$ cat src/rtl/reel_controller.sv
//------------------------------------------------------------------------------
// Module      : reel_controller
// Description : Fishing-reel mini-game controller. A one-hot indicator is
//               pulled toward the MSB or drifts toward the LSB on step ticks
//               while a 3-digit BCD countdown runs. The fish is landed after
//               HOLD_STEPS consecutive in-zone steps, and lost on touching a
//               lose bound or when the countdown reaches 000.
// Revision    : 1.0 - initial release
//------------------------------------------------------------------------------
`default_nettype none

module reel_controller #(
    parameter int HOLD_STEPS = 8,   // consecutive in-zone steps to land (1..15)
    parameter int START_POS  = 12   // indicator bit loaded on start (0..25)
) (
    input  logic        CLK,
    input  logic        RST,
    input  logic        start,
    input  logic        pull,
    input  logic        stepTick,
    input  logic        timeTick,
    input  logic [11:0] reelTime,
    input  logic [25:0] leftLoseBound,
    input  logic [25:0] rightLoseBound,
    input  logic [25:0] winZone,
    output logic [25:0] position,
    output logic [11:0] timeLeft,
    output logic        busy,
    output logic        win,
    output logic        lose,
    output logic        done
);

    typedef enum logic [1:0] {
        S_IDLE = 2'd0,
        S_REEL = 2'd1,
        S_WON  = 2'd2,
        S_LOST = 2'd3
    } state_t;

    localparam logic [4:0]  HOLD_LIMIT = 5'(HOLD_STEPS);
    localparam logic [25:0] START_ONEHOT = 26'd1 << START_POS;

    state_t      state_q;
    logic [25:0] position_q;
    logic [11:0] timeLeft_q;
    logic [4:0]  hold_q;
    logic        busy_q;
    logic        win_q;
    logic        lose_q;
    logic        done_q;

    logic [25:0] position_d;
    logic [4:0]  hold_d;
    logic [11:0] timeDec_d;
    logic [11:0] timeLoad_d;
    logic        boundHit;
    logic        holdMet;
    logic        timedOut;

    // Next indicator position for a step tick, saturating at both ends,
    // and the hold count that goes with it.
    always_comb begin
        position_d = position_q;
        if (pull) begin
            if (!position_q[25]) position_d = position_q << 1;
        end else begin
            if (!position_q[0]) position_d = position_q >> 1;
        end
        if (|(position_d & winZone)) begin
            hold_d = (hold_q == 5'd31) ? hold_q : hold_q + 5'd1;
        end else begin
            hold_d = 5'd0;
        end
    end

    // BCD countdown with borrow, holding at 000; plus preset digit clamping.
    always_comb begin
        timeDec_d = timeLeft_q;
        if (timeLeft_q != 12'h000) begin
            if (timeLeft_q[3:0] != 4'd0) begin
                timeDec_d[3:0] = timeLeft_q[3:0] - 4'd1;
            end else begin
                timeDec_d[3:0] = 4'd9;
                if (timeLeft_q[7:4] != 4'd0) begin
                    timeDec_d[7:4] = timeLeft_q[7:4] - 4'd1;
                end else begin
                    timeDec_d[7:4]  = 4'd9;
                    timeDec_d[11:8] = timeLeft_q[11:8] - 4'd1;
                end
            end
        end
        timeLoad_d[3:0]  = (reelTime[3:0]  > 4'd9) ? 4'd9 : reelTime[3:0];
        timeLoad_d[7:4]  = (reelTime[7:4]  > 4'd9) ? 4'd9 : reelTime[7:4];
        timeLoad_d[11:8] = (reelTime[11:8] > 4'd9) ? 4'd9 : reelTime[11:8];
    end

    // End-of-attempt conditions, all evaluated on registered state.
    always_comb begin
        boundHit = |(position_q & (leftLoseBound | rightLoseBound));
        holdMet  = (hold_q >= HOLD_LIMIT);
        timedOut = (timeLeft_q == 12'h000);
    end

    // Attempt state machine with registered outputs.
    always_ff @(posedge CLK) begin
        if (RST) begin
            state_q    <= S_IDLE;
            position_q <= '0;
            timeLeft_q <= '0;
            hold_q     <= '0;
            busy_q     <= 1'b0;
            win_q      <= 1'b0;
            lose_q     <= 1'b0;
            done_q     <= 1'b0;
        end else begin
            done_q <= 1'b0;
            case (state_q)
                S_REEL: begin
                    // Checks take priority over motion: a firing check freezes
                    // position and time in the same cycle.
                    if (boundHit) begin
                        state_q <= S_LOST;
                        busy_q  <= 1'b0;
                        lose_q  <= 1'b1;
                        done_q  <= 1'b1;
                    end else if (holdMet) begin
                        state_q <= S_WON;
                        busy_q  <= 1'b0;
                        win_q   <= 1'b1;
                        done_q  <= 1'b1;
                    end else if (timedOut) begin
                        state_q <= S_LOST;
                        busy_q  <= 1'b0;
                        lose_q  <= 1'b1;
                        done_q  <= 1'b1;
                    end else begin
                        if (stepTick) begin
                            position_q <= position_d;
                            hold_q     <= hold_d;
                        end
                        if (timeTick) begin
                            timeLeft_q <= timeDec_d;
                        end
                    end
                end
                default: begin
                    if (start) begin
                        state_q    <= S_REEL;
                        position_q <= START_ONEHOT;
                        timeLeft_q <= timeLoad_d;
                        hold_q     <= '0;
                        busy_q     <= 1'b1;
                        win_q      <= 1'b0;
                        lose_q     <= 1'b0;
                    end
                end
            endcase
        end
    end

    assign position = position_q;
    assign timeLeft = timeLeft_q;
    assign busy     = busy_q;
    assign win      = win_q;
    assign lose     = lose_q;
    assign done     = done_q;

endmodule

`default_nettype wire

$ cat config.mk
export PLATFORM = sky130hd
export DESIGN_NAME = reel_controller
export DESIGN_NICKNAME = d
export VERILOG_FILES = /design/src/rtl/reel_controller.sv
export SDC_FILE = /design/constraint.sdc
export NUM_CORES = 1
export LEC_CHECK = 0
export ABC_AREA = 0
export BUFFER_PORTS_ARGS = -buffer_cell sky130_fd_sc_hd__buf_2
export CAP_MARGIN = 20
export CORE_MARGIN = 4
export CORE_UTILIZATION = 48
export CTS_CLUSTER_SIZE = 25
export DETAILED_ROUTE_END_ITERATION = 10
export PLACE_DENSITY = 0.91
export SLEW_MARGIN = 20
export SYNTH_ARGS = -nofsm -noshare
export SYNTH_HDL_FRONTEND = slang
export SYNTH_SLANG_ARGS = --single-unit
$ cat constraint.sdc
create_clock -name CLK -period 3.26 [get_ports CLK]
set_input_delay 0.489 -clock CLK [delete_from_list [all_inputs] [get_ports CLK]]
set_output_delay 0.489 -clock CLK [all_outputs]
set_load 0.02 [all_outputs]
After elaboration in Yosys (flattened, before gate mapping)
Cells that the tools add are included. W data, S select, Z words.

Reductions and logical operators: 16. Bitwise gates (word level): 4. Equality and inequality tests: 15. Add/sub/neg operators: 4. Magnitude comparators: 4. Mux-type cells: 52.

Operator list (number): $mux W26 (9); $mux W12 (7); $and A26 B26 Y26 (2); $reduce_or A26 Y1 (2); $mux W5 (8); $or A26 B26 Y26 (1); $mux W4 (6); $ne A2 B2 Y1 const B (9); $mux W1 (16); $gt A4 B4 Y1 const B (3); $logic_not A12 Y1 (1); $reduce_and A6 Y1 (2); $reduce_bool A12 Y1 (1); $sub A4 B1 Y4 const B (3); $mux W2 (5); $ne A3 B3 Y1 const B (3); $mux W8 (1); $reduce_and A8 Y1 (1); $reduce_bool A4 Y1 (2); $reduce_and A7 Y1 (1); $reduce_and A3 Y1 (2); $add A5 B1 Y5 const B (1); $eq A5 B5 Y1 const B (1); $ge A5 B4 Y1 const B (1); other kinds (7) (7).

Output and inout bits: 42. Input port bits: 96. Word-level logic and storage cells: 105. Register bits after elaboration: 49.

Longest topological paths before layout
Gate-level depths: netlist of run 1.

Depth in word-level cells: 10. Mapped depth: 9. Gate-level depth less buffers: 8.

Least setup slack after synthesis of run 1
OpenSTA, ideal clock, no wires.

Path kind: register to register. Start point: register timeLeft_q[0] (netlist: timeLeft[0]). End point: register position_q[25] (netlist: position[25]). Arrival: 2.317 ns. Clock period less this slack: 2.444 ns. Required time: 3.132 ns. Slack: 0.816 ns. Buffers on the path: 1. Setup time: 0.128 ns. Stages on the path, launching flop included: 9. Cells stage by stage: dfxtp_1 > or4_4 > or3b_4 > o21a_1 > a41oi_4 > buf_6 > nor4_1 > a21oi_1 > nor2_1.

Cells in the longest elaborated chain, start to end: 3.

Ends and longest elaborated chain: start: declaration (RTL line 46) `logic [11:0] timeLeft_q;`; start signal: assignment (RTL line 143) `timeLeft_q <= timeDec_d;`; start signal: assignment (RTL line 151) `timeLeft_q <= timeLoad_d;`; $logic_not A12 Y1 (RTL line 102) `timedOut = (timeLeft_q == 12'h000);`; $ne A2 B2 Y1 (no source line); $reduce_and A5 Y1 (no source line); end signal: assignment (RTL line 139) `position_q <= position_d;`; end: declaration (RTL line 45) `logic [25:0] position_q;`.

No other way between the ends. A chain may end at the register's enable or synchronous reset.

Worst setup path in the final report of run 1
Start point: register position_q[0] (netlist: position[0]). End point: register hold_q[1].

Cells in the longest elaborated chain, start to end: 10. Elaborated cells on any way between the ends: 16. Those cells by class: eq/ne (2); mux (9); bitwise (2); reduce/logical (3).

Ends and longest elaborated chain: $mux W26 (on tied branches) (RTL line 68, 66); $mux W26 (RTL line 65) `if (pull) begin`; $and A26 B26 Y26 (RTL line 70) `if (|(position_d & winZone)) begin`; $reduce_or A26 Y1 (RTL line 70); $mux W5 (RTL line 70); $mux W5 (RTL line 138) `if (stepTick) begin`; $mux W5 (RTL line 132) `end else if (timedOut) begin`; $mux W5 (RTL line 127) `end else if (holdMet) begin`; $mux W5 (RTL line 122) `if (boundHit) begin`; $mux W5 (RTL line 118) `case (state_q)`; end signal: assignment (RTL line 140) `hold_q <= hold_d;`; end: declaration (RTL line 47) `logic [4:0] hold_q;`.

Parallel ways exist; a longest one is shown, timed or not. The select of a mux whose other input is x is not followed.

==> PnR_summary.wiki, run 1 <==
{| class="wikitable"
! Metric !! Value
|-
| Status || finished, final reports clean
|-
| Residual antenna-violating net count after detailed routing || 0
|-
| Highest-delay cell along the critical path || sky130_fd_sc_hd__dfxtp_1
|-
| Number of sinks handled by clock tree synthesis || 49
|-
| Syn Area/Cell || 7.44 um^2
|-
| Global-route wire length before repair || 18200 um
|-
| Worst slew margin || 0.391
|-
| CTS H-Tree Depth || 2
|-
| Largest clock skew in the final design || 0.0115 ns
|-
| Slew of the pin with the lowest slew margin || 0.913 ns
|-
| Minimum clock period after layout || 2.76 ns
|-
| Seq cells post-synth || 49
|-
| Pwr per Cell Area || 391 mW/mm^2
|-
| Proportion of register bits with asynchronous set or reset after synthesis || 0
|-
| Synthesized-area fraction occupied by adder cells || 0.0194
|-
| Maximum resistive drop on vdd || 0.000226 V
|-
| Bufs on Longest Clock Path || 2
|-
| Setup repair after global routing missed its margin || false
|-
| Final routed wire length divided by cell count || 17.5 um
|-
| CP dominant cell by count || sky130_fd_sc_hd__nand4_1
|-
| Area post-placement || 0.00395 mm^2
|-
| Post-route clock period utilization || 0.846
|-
| IO buf count || 137
|-
| DRC violation count after routing || 0
|-
| Placeable core region || 0.00642 mm^2
|-
| Pin count of the biggest net entering global routing || 63
|-
| Worst setup path start || position[0]
|-
| Routed Wire Length || 11200 um
|-
| Vias in the first global route || 3785
|-
| Cells along the critical path || mux2i_2, buf_4, o221a_2, a22o_1, nor4_1, nand4_1, nand4_1, a31oi_1
|-
| Critical register-to-register path startpoint || position[0]
|-
| ANT cells || 0
|-
| Hold buffer count at CTS || 0
|-
| Count of vias placed by the detailed router || 4011
|-
| Most used cells in the layout excluding fill and tap cells || sky130_fd_sc_hd__buf_2, sky130_fd_sc_hd__nor2_1, sky130_fd_sc_hd__dfxtp_1, sky130_fd_sc_hd__o21ai_0, sky130_fd_sc_hd__a21oi_1
|-
| Fraction of the yosys area taken by sequential cells || 0.304
|-
| CP required || 3.41 ns
|-
| Hold Startpoint || lose
|-
| Total negative setup slack || 0 ns
|-
| Total CTS buffers || 5
|-
| Type of the worst setup path || reg2reg
|-
| Crit path launch type || register
|-
| Die X-Extent || 90.0 um
|-
| Number of vias per cell || 6.29
|-
| Non-Filler Cell Area, Final || 0.00407 mm^2
|-
| Post_cts resized || 0
|-
| Combinational family with the most area after synthesis || compound AO/OA/AOI/OAI gates
|-
| Synthesized netlist cell count || 434
|-
| Register-to-register path setup slack || 0.50 ns
|-
| DIE HEIGHT || 90.0 um
|-
| Final setup fails || 0
|-
| Clock transition at the registers of the reported paths || 0.10 ns
|-
| Count of different cell masters after synthesis || 49
|-
| Final count of hold timing violations || 0
|-
| Pins Over Slew Limit || 0
|-
| Crit. End Element || register
|-
| Overall fraction of global-route tracks in use || 0.269
|-
| Hold Path Depth || 2
|-
| Number of enable-type register cells in the synthesized netlist || 0
|-
| Clock tree from TritonCTS || built
|-
| Leading register cell type out of synthesis || sky130_fd_sc_hd__dfxtp_1
|-
| RD Place Congestion || 0.969
|-
| Peak Freq || 363 MHz
|-
| Number of synthesis warnings || 0
|-
| Hold crit path type || reg2reg
|-
| Share of cells above drive strength 1 || 0.303
|-
| Drt pass-1 iters || 7
|-
| Share of cell area taken by muxes after synthesis || 0.00930
|-
| Number of antenna violations at the first check in global routing || 0
|-
| Starting density of the core || 0.503
|-
| Synthesized-area fraction occupied by ao, oa, aoi and oai cells || 0.316
|-
| Final net count || 661
|-
| Count of cells along the worst register-to-register path || 8
|-
| Half-perimeter wire length of the detailed placement result || 8430 um
|-
| Area growth from synthesis to layout || 26.0%
|-
| Number of buffers inserted to repair setup after CTS || 0
|-
| Most common cell after layout, fill and taps aside || sky130_fd_sc_hd__buf_2
|-
| Ports placed on the boundary || 138
|-
| Worst skew pair latency || 0.31 ns
|-
| Max-cap violations || 0
|-
| Worst EP arrival || 2.91 ns
|-
| Simple-Gate Fraction of Synth Area || 0.284
|-
| Combined area of all synthesized cells || 0.00323 mm^2
|-
| Largest stage delay on the critical path || 0.72 ns
|-
| Worst min-delay path endpoint || lose
|-
| Reg2Reg Capture Point || hold_q[1]
|-
| Static leakage || 1.78 nW
|-
| Cell at the root of the clock tree || sky130_fd_sc_hd__clkbuf_8
|-
| Highest net fanout along the worst path || 28
|-
| Post-Syn Nets || 535
|-
| Number of DRC markers in iteration 0 || 337
|-
| Number of cell rows || 29
|-
| Area of the die || 0.00810 mm^2
|-
| Xor/xnor cell area share of the yosys netlist || 0
|-
| Grt ovf || 0
|}
==> synth_stat cells (3+ instances only) <==
cell type                   count  share of area
sky130_fd_sc_hd__nor2_1        61          0.071
sky130_fd_sc_hd__dfxtp_1       49           0.30
sky130_fd_sc_hd__a21oi_1       45          0.070
sky130_fd_sc_hd__o21ai_0       45          0.070
sky130_fd_sc_hd__inv_1         21          0.024
sky130_fd_sc_hd__clkbuf_1      20          0.023
sky130_fd_sc_hd__nand2_1       20          0.023
sky130_fd_sc_hd__or3_1         20          0.039
sky130_fd_sc_hd__nor3_1        16          0.025
sky130_fd_sc_hd__o2111ai_1     14          0.038
sky130_fd_sc_hd__nor3b_1       11          0.026
sky130_fd_sc_hd__nand4_1       10          0.019
sky130_fd_sc_hd__a211oi_1       9          0.021
sky130_fd_sc_hd__o221ai_1       9          0.024
sky130_fd_sc_hd__a31oi_1        7          0.014
sky130_fd_sc_hd__nand3_1        6         0.0093
sky130_fd_sc_hd__or3b_2         6          0.016
sky130_fd_sc_hd__buf_6          5          0.017
sky130_fd_sc_hd__ha_1           5          0.019
sky130_fd_sc_hd__nor2b_1        5         0.0097
sky130_fd_sc_hd__nor4_1         5         0.0097
sky130_fd_sc_hd__a22oi_1        4         0.0093
sky130_fd_sc_hd__o221a_2        4          0.014
sky130_fd_sc_hd__mux2i_1        3         0.0093
sky130_fd_sc_hd__nand3b_1       3         0.0070
==> worst max path at each step <==
stage / endpoint / slack (ns) / depth (start not counted)
finish: hold_q[1] / 0.50 / 8
global route: hold_q[2] / 0.27 / 8
CTS: hold_q[1] / 0.54 / 8
detailed placement: hold_q[1] / 0.36 / 9
global placement: hold_q[2] / 0.46 / 9
floorplan: position[25] / 0.82 / 8
==> metal layers <==
metal / vias up / share of wire / global-route usage
li1: 1886 / - / -
met1: 1840 / 0.41 / 0.334
met2: 252 / 0.47 / 0.456
met3: 33 / 0.091 / 0.0551
met4: 0 / 0.029 / 0.106
met5: - / 0 / 0
==> sequential cells by signal (all words and copies together) (netlist names) <==
signal and flops:
state_q 2, win 1, busy 1, timeLeft 12, lose 1, hold_q 5
position 26, done 1
==> critical path: cells and delay by family (launching register included) <==
kind | cells | cell delay [ns]
compound gates | 3 | 0.63
buf+inv | 1 | 0.26
flops | 1 | 0.72
mux | 1 | 0.14
simple gates | 3 | 0.85
==> area by class of cell <==
type,instances,area [um^2]
fill,581,2350
multi-input combinational,338,2030
sequential,49,981
timing repair buffer,145,758
tap,77,96.3
clock buffer,6,82.6
inverter,21,78.8
clock inverter,2,37.5
==> where the power goes <==
part / switching (mW) / internal [mW]
sequential: 0.0414 / 0.629
combinational: 0.270 / 0.183
clock: 0.215 / 0.250
==> metrics by stage <==
stage	hold WS, ns	total power, mW	setup WS [ns]	cells	util
6_report	0.465	1.59	0.503	638	0.633
5_1_grt	0.488	1.66	0.273	638	0.633
4_1_cts	0.464	1.59	0.542	638	0.633
3_5_place_dp	0.451	1.13	0.358	630	0.615
3_3_place_gp	0.438	1.11	0.463	630	0.615
2_1_floorplan	0.455	0.977	0.816	434	-
==> kinds of logic after synthesis <==
family	Yosys count
buffers and inverters	47
AND/OR/NAND/NOR	174
multiplexers	3
AO/OA/AOI/OAI	156
adder cells (fa/ha/maj)	5
flip-flops	49
Power figures use the tool's default switching activity.
==> run 2, diff against run 1 <==
- clock period: 3.26 -> 2.56 ns (I/O delays scaled with it)
==> PnR_summary.wiki, run 2 (synthesis results as in run 1) <==
{| class="wikitable"
! Metric !! Value
|-
| Cell at the root of the clock tree || sky130_fd_sc_hd__clkbuf_8
|-
| Crit. End Element || register
|-
| Routed Wire Length || 12500 um
|-
| Post-Place Cells || 650
|-
| Flip-flop count of the largest register, all copies and words added || 26
|-
| Highest net fanout along the worst path || 8
|-
| Pins Over Slew Limit || 0
|-
| Overall fraction of global-route tracks in use || 0.280
|-
| Worst skew pair latency || 0.31 ns
|-
| Static leakage || 1.93 nW
|-
| Worst slew margin || 0.372
|-
| ANT cells || 0
|-
| Number of filler cells placed in the layout || 516
|-
| Type of the worst setup path || reg2reg
|-
| Worst EP arrival || 2.64 ns
|-
| Final setup fails || 0
|-
| Maximum resistive drop on vdd || 0.000303 V
|-
| Hold crit path type || in2reg
|-
| Minimum clock period after layout || 2.48 ns
|-
| Ports placed on the boundary || 138
|-
| Pwr per Cell Area || 492 mW/mm^2
|-
| CP bufs+invs || 2
|-
| Crit path launch type || register
|-
| Count of vias placed by the detailed router || 4284
|-
| Number of sinks handled by clock tree synthesis || 49
|-
| Non-Filler Cell Area, Final || 0.00432 mm^2
|-
| Final net count || 685
|-
| DRC violation count after routing || 0
|-
| Highest-delay cell along the critical path || sky130_fd_sc_hd__or4_4
|-
| CTS H-Tree Depth || 2
|-
| Global-route wire length before repair || 18700 um
|-
| Grt ovf || 0
|-
| Most common cell after layout, fill and taps aside || sky130_fd_sc_hd__buf_2
|-
| Worst path top cell family by delay || simple AND/OR/NAND/NOR gates
|-
| Most used cells in the layout excluding fill and tap cells || sky130_fd_sc_hd__buf_2, sky130_fd_sc_hd__nor2_1, sky130_fd_sc_hd__dfxtp_1, sky130_fd_sc_hd__o21ai_0, sky130_fd_sc_hd__a21oi_1
|-
| CP required || 2.73 ns
|-
| Placeable core region || 0.00642 mm^2
|-
| Residual antenna-violating net count after detailed routing || 0
|-
| Post-layout utilization of the core || 0.673
|-
| Max-cap violations || 0
|-
| Number of vias per cell || 6.47
|-
| DIE HEIGHT || 90.0 um
|-
| Final count of hold timing violations || 0
|-
| Total CTS buffers || 5
|-
| Slew of the pin with the lowest slew margin || 0.941 ns
|-
| Starting density of the core || 0.503
|-
| Number of cell rows || 29
|-
| Post-layout total power || 2.13 mW
|-
| Area of the die || 0.00810 mm^2
|-
| Area post-placement || 0.00410 mm^2
|-
| Drt pass-1 iters || 5
|-
| Clock transition at the registers of the reported paths || 0.10 ns
|-
| RD Place Congestion || 0.970
|-
| Pin count of the biggest net entering global routing || 63
|-
| Cells along the critical path || or4_4, or3b_4, o21a_1, a41oi_4, buf_12, clkbuf_16, nor4_1, a21oi_1, nor2_1
|-
| Share of cells above drive strength 1 || 0.335
|-
| Final routed wire length divided by cell count || 18.9 um
|-
| Number of antenna violations at the first check in global routing || 0
|-
| IO buf count || 137
|-
| Peak Freq || 404 MHz
|-
| Die X-Extent || 90.0 um
|-
| Status || finished, final reports clean
|-
| Largest stage delay on the critical path || 0.52 ns
|-
| Clock tree from TritonCTS || built
|-
| Bufs on Longest Clock Path || 2
|-
| Number of DRC markers in iteration 0 || 498
|-
| Half-perimeter wire length of the detailed placement result || 8770 um
|-
| Count of non-filler cells in the finished layout || 662
|-
| Largest clock skew in the final design || 0.00938 ns
|-
| Post-route clock period utilization || 0.967
|-
| Vias in the first global route || 3917
|-
| Area growth from synthesis to layout || 33.9%
|-
| Total negative setup slack || 0 ns
|}
-- run 2: worst paths after layout --
path | startpoint | end | slack (ns) | depth (start not counted)
min | start | state_q[0] | 0.36 | 3
max | timeLeft[1] | position[25] | 0.08 | 9
min reg2reg | win | win | 0.47 | 2
max reg2reg | timeLeft[1] | position[25] | 0.08 | 9
-- run 2: worst register-to-register path: stages (launching register included) --
cell and delay [ns]:
sky130_fd_sc_hd__dfxtp_1 0.37, sky130_fd_sc_hd__or4_4 0.52, sky130_fd_sc_hd__or3b_4 0.44, sky130_fd_sc_hd__o21a_1 0.23, sky130_fd_sc_hd__a41oi_4 0.17, sky130_fd_sc_hd__buf_12 0.16
sky130_fd_sc_hd__clkbuf_16 0.16, sky130_fd_sc_hd__nor4_1 0.06, sky130_fd_sc_hd__a21oi_1 0.15, sky130_fd_sc_hd__nor2_1 0.06
-- run 2: timing repair --
action | CTS | global route
hold buffers | 0 | 0
buffers inserted | 0 | 1
setup endpoints to repair | 0 | 33
resized for setup | 0 | 3
-- run 2: where the power goes --
part,leakage [nW],internal (mW),switching (mW)
combinational,1.48,0.294,0.393
clock,0.0543,0.293,0.299
sequential,0.399,0.802,0.0447
total,1.93,1.39,0.736
-- run 2: area by class of cell --
class                      count  area, um^2  area share
tap                           77        96.3      0.0223
sequential                    49         982       0.227
inverter                      21        78.8      0.0182
clock inverter                 3        46.3      0.0107
timing repair buffer         169        1000       0.232
multi-input combinational    338        2050       0.474
clock buffer                   5        68.8      0.0159
-- run 2: metrics by stage --
step	hold slack, ns	setup slack [ns]
finish	0.361	0.0849
global route	0.355	-0.0104
CTS	0.346	0.0106
detailed placement	0.456	-0.0512
global placement	0.440	0.0243
floorplan	0.455	0.116
-- run 2: routing by layer --
layer,track usage,wire length (um),up-vias
met5,0,0,-
met4,0.108,411,0
met3,0.0509,1470,47
met2,0.472,5870,354
met1,0.353,4760,1946
li1,-,-,1937
==> run 3, diff against run 2 <==
- CORE_ASPECT_RATIO: not set -> 1.1
==> PnR_summary.wiki, run 3 (synthesis results as in run 1) <==
{| class="wikitable"
! Metric !! Value
|-
| Total negative setup slack || 0 ns
|-
| Flip-flop count of the largest register, all copies and words added || 26
|-
| Drt pass-1 iters || 5
|-
| Final net count || 682
|-
| CTS H-Tree Depth || 2
|-
| Number of filler cells placed in the layout || 579
|-
| Sequential cell area || 982 um^2
|-
| Pin count of the biggest net entering global routing || 37
|-
| Number of vias per cell || 6.18
|-
| Amount of wire on met2 after detailed routing || 5420 um
|-
| Crit path launch type || register
|-
| Final count of hold timing violations || 0
|-
| Routed Wire Length || 11500 um
|-
| Type of the worst setup path || reg2reg
|-
| Detail Route met3 WL || 1240 um
|-
| CP bufs+invs || 1
|-
| Residual antenna-violating net count after detailed routing || 0
|-
| Reg2Reg Capture Point || position[4]
|-
| Final setup fails || 0
|-
| Cell at the root of the clock tree || sky130_fd_sc_hd__clkbuf_8
|-
| Total area of multi-input combinational cells || 0.00203 mm^2
|-
| Worst EP arrival || 2.61 ns
|-
| Worst skew pair latency || 0.31 ns
|-
| Critical register-to-register path startpoint || timeLeft[1]
|-
| Hold crit path type || in2reg
|-
| Number of buffers inserted to repair setup after CTS || 0
|-
| Reported net switching power || 695 uW
|-
| Hold Path Depth || 3
|-
| Combinational group share of total power || 0.308
|-
| Worst path top cell family by delay || simple AND/OR/NAND/NOR gates
|-
| Clock tree from TritonCTS || built
|-
| Count of cells along the worst register-to-register path || 8
|-
| Minimum clock period after layout || 2.42 ns
|-
| Static leakage || 1.89 nW
|-
| Highest-delay cell along the critical path || sky130_fd_sc_hd__or4_4
|-
| Switching part of the total power || 0.337
|-
| Number of sinks handled by clock tree synthesis || 49
|-
| Slew of the pin with the lowest slew margin || 0.532 ns
|-
| Ports placed on the boundary || 138
|-
| Overall fraction of global-route tracks in use || 0.267
|-
| Setup repair after global routing missed its margin || false
|-
| Pwr per Cell Area || 485 mW/mm^2
|-
| DIE HEIGHT || 94.0 um
|-
| Worst min-delay path endpoint || state_q[0]
|-
| Peak Freq || 412 MHz
|-
| Clock transition at the registers of the reported paths || 0.09 ns
|-
| Internal power contribution || 1.37 mW
|-
| IO buf count || 137
|-
| Starting density of the core || 0.492
|-
| DRC violation count after routing || 0
|-
| Register-to-register path setup slack || 0.14 ns
|-
| Number of DRC markers in iteration 0 || 244
|-
| Hold Startpoint || start
|-
| Largest stage delay on the critical path || 0.52 ns
|-
| Die X-Extent || 86.2 um
|-
| Bufs on Longest Clock Path || 2
|-
| Worst slew margin || 0.645
|-
| Clk network pwr share || 0.281
|-
| Post-layout utilization of the core || 0.650
|-
| Area of the die || 0.00810 mm^2
|-
| Area growth from synthesis to layout || 31.9%
|-
| ANT cells || 0
|-
| Pins Over Slew Limit || 0
|-
| Grt ovf || 0
|-
| Number of cell rows || 31
|-
| Highest Signal Layer || met4
|-
| RD Place Congestion || 0.927
|-
| Half-perimeter wire length of the detailed placement result || 8570 um
|-
| Vias in the first global route || 3697
|-
| Status || finished, final reports clean
|-
| Share of cells above drive strength 1 || 0.330
|-
| Placeable core region || 0.00656 mm^2
|-
| Crit. End Element || register
|-
| Most used cells in the layout excluding fill and tap cells || sky130_fd_sc_hd__buf_2, sky130_fd_sc_hd__nor2_1, sky130_fd_sc_hd__dfxtp_1, sky130_fd_sc_hd__o21ai_0, sky130_fd_sc_hd__a21oi_1
|-
| Count of vias placed by the detailed router || 4105
|-
| Total CTS buffers || 5
|-
| CP required || 2.74 ns
|-
| Largest clock skew in the final design || 0.00911 ns
|-
| Maximum resistive drop on vdd || 0.000267 V
|-
| Final routed wire length divided by cell count || 17.2 um
|-
| Sequential share of power || 0.411
|-
| Number of antenna violations at the first check in global routing || 0
|-
| Cells along the critical path || or4_4, or3b_4, o21a_1, a41oi_4, buf_12, nor3_1, a21oi_1, nor2_1
|-
| Max-cap violations || 0
|-
| Detailed-route wire length on metal 1 || 4480 um
|-
| Post-route clock period utilization || 0.947
|-
| Highest net fanout along the worst path || 18
|-
| Global-route wire length before repair || 17400 um
|-
| Most common cell after layout, fill and taps aside || sky130_fd_sc_hd__buf_2
|}
run 3: cell count changes in the layout (fill, tap and decap cells not counted), sizes merged:
| cell | previous run | this run |
|---|---|---|
| buf | 166 | 165 |
| clkbuf | 8 | 6 |
run 3: repair_timing:
action	4_1_cts	5_1_grt
hold buffers	0	0
gates resized for setup	0	1
setup endpoints to repair	0	8
run 3: metrics by stage:
step                setup WS, ns  instance area, um^2  hold slack, ns  instances  total power [mW]
detailed placement        0.0171                 4120           0.450        655              1.47
floorplan                  0.116                 3230           0.455        434              1.24
global placement          0.0947                 4120           0.441        655              1.46
CTS                       0.0854                 4230           0.359        663              2.04
finish                     0.135                 4260           0.367        664              2.06
global route              0.0228                 4260           0.393        664              2.16
run 3: worst max-delay path by stage:
stage	start	end	slack, ns	cells after the start
after floorplan	timeLeft[0]	position[25]	0.12	8
after global placement	pull	hold_q[0]	0.09	10
after detailed placement	pull	hold_q[1]	0.02	10
after CTS	position[25]	hold_q[1]	0.09	9
after global routing	timeLeft[1]	position[7]	0.02	8
final	timeLeft[1]	position[4]	0.14	8
run 3: routing by layer:
metal	vias up	GRT usage
met2	264	0.451
met3	27	0.0430
li1	1928	-
met5	-	0
met4	0	0.0909
met1	1886	0.344
run 3: worst register-to-register path: cells and delay by family, from the launching register on:
family	cells	cell delay (ns)
flops	1	0.37
compound gates	3	0.64
simple gates	4	1.08
buf+inv	1	0.20
run 3: power by group through the flow:
stage          sequential, mW  combinational (mW)  clock (mW)
3_3_place_gp            0.861               0.594           0
4_1_cts                 0.846               0.613       0.579
5_1_grt                 0.855               0.691       0.610
6_report                0.848               0.635       0.581
3_5_place_dp            0.864               0.609           0
2_1_floorplan           0.900               0.344           0
run 3: layout make-up:
class	count	share of cell area
multi-input combinational	338	0.478
tap	82	0.0241
sequential	49	0.231
timing repair buffer	166	0.222
clock buffer	5	0.0162
clock inverter	3	0.0109
inverter	21	0.0185
